$ cat src/rtl/vote_pkg.sv
// ----------------------------------------------------------------------------
// vote_pkg
// Shared definitions for the weighted-voter session controller slice:
// session state encoding, voter weight constants and datapath widths.
// No ports (package).
// ----------------------------------------------------------------------------
package vote_pkg;

    localparam int TALLY_W = 8;
    localparam int CNT_W   = 16;

    localparam logic [TALLY_W-1:0] W_NP      = 8'd1;
    localparam logic [TALLY_W-1:0] W_VIP     = 8'd4;
    localparam logic [TALLY_W-1:0] W_VVIP    = 8'd16;
    localparam logic [TALLY_W-1:0] MAX_TALLY = 8'd80;

    typedef enum logic [1:0] {
        ST_IDLE  = 2'd0,
        ST_CLEAR = 2'd1,
        ST_OPEN  = 2'd2,
        ST_DONE  = 2'd3
    } vote_state_t;

endpackage

$ cat src/rtl/vote_session_ctrl_if.sv
// ----------------------------------------------------------------------------
// vote_session_ctrl_if
// Bundles the host/voter-facing signals of vote_session_ctrl.
//   master : host side  (drives start, result, ack; observes status/verdict)
//   slave  : controller (samples start, result, ack; drives status/verdict)
// Signals: start, result[7:0], ack, clear_votes, open, done, pass, fail, err,
//          final_tally[7:0], elapsed[15:0], and rise_cnt[7:0] when
//          VOTE_STATS_EN is defined.
// ----------------------------------------------------------------------------
interface vote_session_ctrl_if;
    import vote_pkg::*;

    logic               start;
    logic [TALLY_W-1:0] result;
    logic               ack;
    logic               clear_votes;
    logic               open;
    logic               done;
    logic               pass;
    logic               fail;
    logic               err;
    logic [TALLY_W-1:0] final_tally;
    logic [CNT_W-1:0]   elapsed;
`ifdef VOTE_STATS_EN
    logic [7:0]         rise_cnt;
`endif

    modport master (
        output start, result, ack,
        input  clear_votes, open, done, pass, fail, err, final_tally, elapsed
`ifdef VOTE_STATS_EN
        , input rise_cnt
`endif
    );

    modport slave (
        input  start, result, ack,
        output clear_votes, open, done, pass, fail, err, final_tally, elapsed
`ifdef VOTE_STATS_EN
        , output rise_cnt
`endif
    );

endinterface

$ cat src/rtl/vote_window_cnt.sv
// ----------------------------------------------------------------------------
// vote_window_cnt
// 16-bit elapsed-cycle counter for the voting window.
//   clk, reset : clock, async active-high reset
//   clr        : synchronous clear (wins over en)
//   en         : count enable; counter saturates at 16'hFFFF
//   cnt        : current count
//   term       : cnt == WINDOW-1, i.e. the current cycle is the last allowed
// ----------------------------------------------------------------------------
module vote_window_cnt
    import vote_pkg::*;
#(
    parameter logic [CNT_W-1:0] WINDOW = 16'd1000
) (
    input  logic             clk,
    input  logic             reset,
    input  logic             clr,
    input  logic             en,
    output logic [CNT_W-1:0] cnt,
    output logic             term
);

    always_ff @(posedge clk or posedge reset) begin
        if (reset) begin
            cnt <= '0;
        end else if (clr) begin
            cnt <= '0;
        end else if (en && (cnt != 16'hFFFF)) begin
            cnt <= cnt + 16'd1;
        end
    end

    assign term = (cnt == (WINDOW - 16'd1));

endmodule

$ cat src/rtl/vote_session_ctrl.sv
// ----------------------------------------------------------------------------
// vote_session_ctrl
// Runs one weighted-vote session: clears the voter, opens a window of at most
// WINDOW cycles, decides pass (tally >= THRESH) or fail (timeout or tally
// decrease), and holds the verdict until the host acknowledges.
//   clk, reset : clock, async active-high reset
//   bus        : vote_session_ctrl_if.slave (start/result/ack in;
//                clear_votes/open/done/pass/fail/err/final_tally/elapsed out)
// Optional: define VOTE_STATS_EN to add bus.rise_cnt, the number of OPEN
// cycles in which the tally rose (saturating at 255).
//
// state    | meaning
// ---------+------------------------------------------------------------
// ST_IDLE  | waiting for start; verdict outputs held at 0
// ST_CLEAR | one cycle, clear_votes asserted, window counter cleared
// ST_OPEN  | evaluating the tally every cycle
// ST_DONE  | verdict, final_tally and elapsed frozen until ack
// ----------------------------------------------------------------------------
module vote_session_ctrl
    import vote_pkg::*;
#(
    parameter logic [TALLY_W-1:0] THRESH = 8'd41,
    parameter logic [CNT_W-1:0]   WINDOW = 16'd1000
) (
    input  logic               clk,
    input  logic               reset,
    vote_session_ctrl_if.slave bus
);

    if (WINDOW == 16'd0) begin : g_bad_window
        $error("vote_session_ctrl: WINDOW must be at least 1");
    end

    vote_state_t        state;
    logic [TALLY_W-1:0] prev_result;
    logic [TALLY_W-1:0] final_tally_q;
    logic               clear_q, open_q, done_q;
    logic               pass_q, fail_q, err_q;

    logic               cnt_clr, cnt_en, cnt_term;
    logic [CNT_W-1:0]   elapsed;
    logic               dropped, reached, decide;
    logic               acked;

    assign acked   = (state == ST_DONE) && bus.ack;
    assign cnt_clr = (state == ST_CLEAR) || acked;
    assign cnt_en  = (state == ST_OPEN);

    // Decision priority: a falling tally is an error even if it is still
    // above threshold; reaching threshold beats timeout on the same cycle.
    assign dropped = (bus.result < prev_result);
    assign reached = (bus.result >= THRESH);
    assign decide  = dropped || reached || cnt_term;

    vote_window_cnt #(.WINDOW(WINDOW)) u_window_cnt (
        .clk   (clk),
        .reset (reset),
        .clr   (cnt_clr),
        .en    (cnt_en),
        .cnt   (elapsed),
        .term  (cnt_term)
    );

    always_ff @(posedge clk or posedge reset) begin
        if (reset) begin
            state         <= ST_IDLE;
            prev_result   <= '0;
            final_tally_q <= '0;
            clear_q       <= 1'b0;
            open_q        <= 1'b0;
            done_q        <= 1'b0;
            pass_q        <= 1'b0;
            fail_q        <= 1'b0;
            err_q         <= 1'b0;
        end else begin
            case (state)
                ST_IDLE: begin
                    if (bus.start) begin
                        state   <= ST_CLEAR;
                        clear_q <= 1'b1;
                    end
                end
                ST_CLEAR: begin
                    state       <= ST_OPEN;
                    clear_q     <= 1'b0;
                    open_q      <= 1'b1;
                    prev_result <= '0;
                end
                ST_OPEN: begin
                    prev_result <= bus.result;
                    if (decide) begin
                        state         <= ST_DONE;
                        open_q        <= 1'b0;
                        done_q        <= 1'b1;
                        final_tally_q <= bus.result;
                        err_q         <= dropped;
                        pass_q        <= !dropped && reached;
                        fail_q        <= dropped || !reached;
                    end
                end
                ST_DONE: begin
                    if (bus.ack) begin
                        state         <= ST_IDLE;
                        done_q        <= 1'b0;
                        pass_q        <= 1'b0;
                        fail_q        <= 1'b0;
                        err_q         <= 1'b0;
                        final_tally_q <= '0;
                    end
                end
                default: state <= ST_IDLE;
            endcase
        end
    end

    assign bus.clear_votes = clear_q;
    assign bus.open        = open_q;
    assign bus.done        = done_q;
    assign bus.pass        = pass_q;
    assign bus.fail        = fail_q;
    assign bus.err         = err_q;
    assign bus.final_tally = final_tally_q;
    assign bus.elapsed     = elapsed;

`ifdef VOTE_STATS_EN
    logic [7:0] rise_cnt_q;

    always_ff @(posedge clk or posedge reset) begin
        if (reset) begin
            rise_cnt_q <= '0;
        end else if (cnt_clr) begin
            rise_cnt_q <= '0;
        end else if ((state == ST_OPEN) && (bus.result > prev_result) &&
                     (rise_cnt_q != 8'hFF)) begin
            rise_cnt_q <= rise_cnt_q + 8'd1;
        end
    end

    assign bus.rise_cnt = rise_cnt_q;
`endif

endmodule

$ cat src/flat_wrapper.sv
// flat-port wrapper written by rule: the top's interface ports become plain ports
module vote_session_ctrl_flat import vote_pkg::*;
#(
    parameter logic [TALLY_W-1:0] THRESH = 8'd41,
    parameter logic [CNT_W-1:0]   WINDOW = 16'd1000
)
  (clk, reset, bus_start, bus_result, bus_ack, bus_clear_votes, bus_open, bus_done, bus_pass, bus_fail, bus_err, bus_final_tally, bus_elapsed);
  vote_session_ctrl_if bus_i ();
  input  logic clk;
  input  logic reset;
  input wire logic [$bits(bus_i.start)-1:0] bus_start;
  input wire logic [$bits(bus_i.result)-1:0] bus_result;
  input wire logic [$bits(bus_i.ack)-1:0] bus_ack;
  output wire logic [$bits(bus_i.clear_votes)-1:0] bus_clear_votes;
  output wire logic [$bits(bus_i.open)-1:0] bus_open;
  output wire logic [$bits(bus_i.done)-1:0] bus_done;
  output wire logic [$bits(bus_i.pass)-1:0] bus_pass;
  output wire logic [$bits(bus_i.fail)-1:0] bus_fail;
  output wire logic [$bits(bus_i.err)-1:0] bus_err;
  output wire logic [$bits(bus_i.final_tally)-1:0] bus_final_tally;
  output wire logic [$bits(bus_i.elapsed)-1:0] bus_elapsed;
  assign bus_i.start = bus_start;
  assign bus_i.result = bus_result;
  assign bus_i.ack = bus_ack;
  assign bus_clear_votes = bus_i.clear_votes;
  assign bus_open = bus_i.open;
  assign bus_done = bus_i.done;
  assign bus_pass = bus_i.pass;
  assign bus_fail = bus_i.fail;
  assign bus_err = bus_i.err;
  assign bus_final_tally = bus_i.final_tally;
  assign bus_elapsed = bus_i.elapsed;
  vote_session_ctrl #(.THRESH(THRESH), .WINDOW(WINDOW)) u_core (.clk(clk), .reset(reset), .bus(bus_i));
endmodule
$ cat config.mk
export PLATFORM = sky130hd
export DESIGN_NAME = vote_session_ctrl_flat
export DESIGN_NICKNAME = d
export VERILOG_FILES = /design/src/rtl/vote_pkg.sv /design/src/rtl/vote_session_ctrl_if.sv /design/src/rtl/vote_window_cnt.sv /design/src/rtl/vote_session_ctrl.sv /design/src/flat_wrapper.sv
export SDC_FILE = /design/constraint.sdc
export NUM_CORES = 1
export LEC_CHECK = 0
export ABC_AREA = 0
export CORE_MARGIN = 10
export CORE_UTILIZATION = 50
export CTS_CLUSTER_SIZE = 30
export DETAILED_ROUTE_END_ITERATION = 8
export PLACE_DENSITY_LB_ADDON = 0.12
export SETUP_SLACK_MARGIN = 0.02
export SLEW_MARGIN = 25
export SYNTH_ARGS = -nofsm -noshare
export SYNTH_HDL_FRONTEND = slang
export SYNTH_SLANG_ARGS = --single-unit
$ cat constraint.sdc
create_clock -name clk -period 2.42 [get_ports clk]
set_input_delay 0.242 -clock clk [delete_from_list [all_inputs] [get_ports clk]]
set_output_delay 0.242 -clock clk [all_outputs]
set_load 0.05 [all_outputs]
==> flow_metrics.tcl <==
set metrics [dict create \
    hp-class "in2async" \
    clockBufferDepth 2 \
    path_class "reg2reg" \
    syn_inst 255 \
    finalCritPeriodShare_pct 87.0 \
    postCtsSetupBuffers 0 \
    required_ps 2580 \
    fin_skew_ps 5.13 \
    rsz0062_at_grt "no" \
    avgRoutedWirePerCell_um 16.4 \
    drc 0 \
    drt-total-wl_mm 5.81 \
    cp_max_fo 8 \
    async_reset_ff_share_pct 100 \
    numClockSinks 40 \
    crit_path_start_kind "register" \
    synth_cell_type_count 41 \
    htreeDepth 2 \
    leakagePower_nw 1.19 \
    rows 24 \
    cts_tree "built" \
    synth_seq_cells 40 \
    yosysWarnings 0 \
    synth_area_leaders "dfrtp_1, ha_1, o21ai_0" \
    gr-total-overflow 0 \
    final.setup.tns_ps 0 \
    n_antenna_cell 0 \
    initial_core_util_pct 52.2 \
    relSlewSlack_pct 50.4 \
    port_buffers 41 \
    syn_nets 279 \
    grt_pass1_wl_mm 9.72 \
    synth_top_area_share_pct 43.8 \
    antenna_left 0 \
    syn-cell-area_mm2 0.00229 \
    dr.first_iter.drc_count 104 \
    cts_hold_buf 0 \
    tightest_slew_ps 743 \
    dp.cells 347 \
    hold_viol 0 \
    synth_area_leader_cell "dfrtp_1" \
    critPathSlowestCell "dfrtp_1" \
    drv_cap 0 \
    io_pins 42 \
    num-fill-cells 381 \
    track_usage_pct 15.4 \
    path_cells "inv_1 > ha_1 > nand3_1 > or2_2 > a211oi_1 > xnor2_1 > nor2_1" \
    status "finished clean" \
    core_mm2 0.00438 \
    end_kind "register" \
    place.gp.congestion 0.892 \
    finalMaxSlewViolations 0 \
    cpPeakStageDelay_ps 420 \
    die_area_mm2 0.00768 \
    ctsResizeCount 0 \
    cts.clk_slew.worst_paths_ps 80 \
    cellPowerDensity_mw_per_mm2 1090 \
    die_h_um 87.6 \
    clock.fmax_ghz 0.475 \
    antenna_found_initial 0 \
    synth-edff-count 0 \
    cpLargestDelayFamily "simple AND/OR/NAND/NOR gates" \
    viasPerCell 5.83 \
    drive_gt1_share_pct 7.26 \
    dp_hpwl_mm 4.23 \
    nets 326 \
    avgSynthCellArea_um2 8.97 \
    finalSetupViolations 0 \
    num_vias 2071 \
    grt_max_degree 41 \
    clockRootBuffer "clkbuf_8" \
    cts_buffers 5 \
    ys.flop_type "dfrtp_1" \
    syn2layout_area_growth_pct 26.1 \
    clock_latency_ps 290 \
    dr.pass1.iters 5 \
    synth_seq_area_share_pct 43.8 \
    grt_pass1_vias 2016 \
    arrival_ps 2260 \
    fin_cells 355 \
    vdd_drop_max_mv 0.914 \
    min_period_ps 2100 \
    worst-path-buf-inv 1 \
    die-width_um 87.6 \
]
-- worst register-to-register path: stages (launching register included) --
cell and delay [ps]:
dfrtp_1 420, inv_1 110, ha_1 340, nand3_1 260
or2_2 370, a211oi_1 270, xnor2_1 150, nor2_1 50
-- per-layer routing --
metal	part of all wire, %	vias up	global-route usage, %
met3	7.4	2	5.20
met5	0	-	0
li1	-	1013	-
met4	0.41	0	3.77
met1	47	995	21.2
met2	45	61	22.4
-- final timing paths --
| kind | slack (ps) | endpoint | from | depth (start not counted) |
|---|---|---|---|---|
| min in group clk | 510 | u_core.prev_result[0] | u_core.prev_result[0] | 1 |
| hold reg to reg | 510 | u_core.prev_result[0] | u_core.prev_result[0] | 1 |
| setup reg to reg | 320 | u_core.u_window_cnt.cnt[9] | u_core.state[0] | 7 |
| hold / removal | 380 | u_core.prev_result[5] | reset | 3 |
| setup / recovery | 320 | u_core.u_window_cnt.cnt[9] | u_core.state[0] | 7 |
| max in group asynchronous | 1680 | u_core.bus.final_tally[4] | reset | 3 |
-- cells by family (layout without fill, tap and decap cells) --
family	count (synthesis)	in the layout	share of synthesized area, %
flops	40	40	43.8
compound gates	72	72	21.0
buf+inv	26	74	4.70
simple gates	93	93	19.3
xor+xnor	11	11	4.21
fa+ha+maj	12	12	6.56
mux	1	1	0.438
-- final cells by class --
cell class | count | area [µm²] | share of cell area, %
inverter | 15 | 56.3 | 1.95
sequential | 40 | 1000 | 34.7
clock buffer | 8 | 90.1 | 3.12
multi-input combinational | 189 | 1190 | 41.1
timing repair buffer | 51 | 485 | 16.8
tap | 52 | 65.1 | 2.26
-- cells in the final DEF (no fill, tap or decap), types with 2 or more instances in the layout --
master / instances
buf_4: 10
inv_1: 14
nand4_1: 4
and3_1: 6
dfrtp_1: 40
a311oi_1: 3
or3_1: 3
nor4_1: 3
nor2b_1: 4
nor3_1: 4
a21o_1: 2
ha_1: 12
a31oi_1: 6
nor2_1: 26
xnor2_1: 10
nand2_1: 24
o21ai_0: 26
clkdlybuf4s50_1: 41
clkbuf_8: 6
a22o_1: 3
o211ai_1: 8
a211oi_1: 6
a21oi_1: 8
clkbuf_1: 2
a2111oi_1: 2
nand3_1: 13
and2_1: 2
-- cell usage after synthesis (2+ instances only) --
master      n
inv_1      14
nor4_1      3
a311oi_1    3
dfrtp_1    40
a211oi_1    6
nor2_1     26
buf_2       2
nand4_1     4
nand2_1    24
xnor2_1    10
ha_1       12
clkbuf_1    8
a31oi_1     6
nor3_1      4
and3_1      6
a21o_1      2
o211ai_1    8
or3_1       3
a21oi_1     8
and2_1      2
nor2b_1     4
a22o_1      3
o21ai_0    26
nand3_1    13
a2111oi_1   2
-- flip-flops by register name, summed over array words and instances, names as in the netlist --
name and count:
u_core.bus.pass 1, u_core.bus.final_tally 8, u_core.state 2, u_core.prev_result 8, u_core.u_window_cnt.cnt 16, u_core.bus.clear_votes 1
u_core.bus.done 1, u_core.bus.open 1, u_core.bus.fail 1, u_core.bus.err 1
-- through the flow --
step	utilization (%)	total power, mW	hold slack (ps)	instance area (µm²)	setup WS (ps)
finish	65.8	3.16	379	2880	316
global route	65.8	3.38	455	2880	198
CTS	65.6	3.17	402	2880	169
detailed placement	63.6	2.70	491	2790	95.0
global placement	63.6	2.67	489	2790	137
floorplan	-	2.14	359	2290	158
-- power by group --
part	leakage [nW]	switching (mW)	internal [mW]
clock network	0.0455	0.234	0.233
registers	0.534	0.125	0.866
logic	0.606	1.09	0.605
total	1.19	1.45	1.70
No activity file was read; power rests on OpenSTA's default activity.
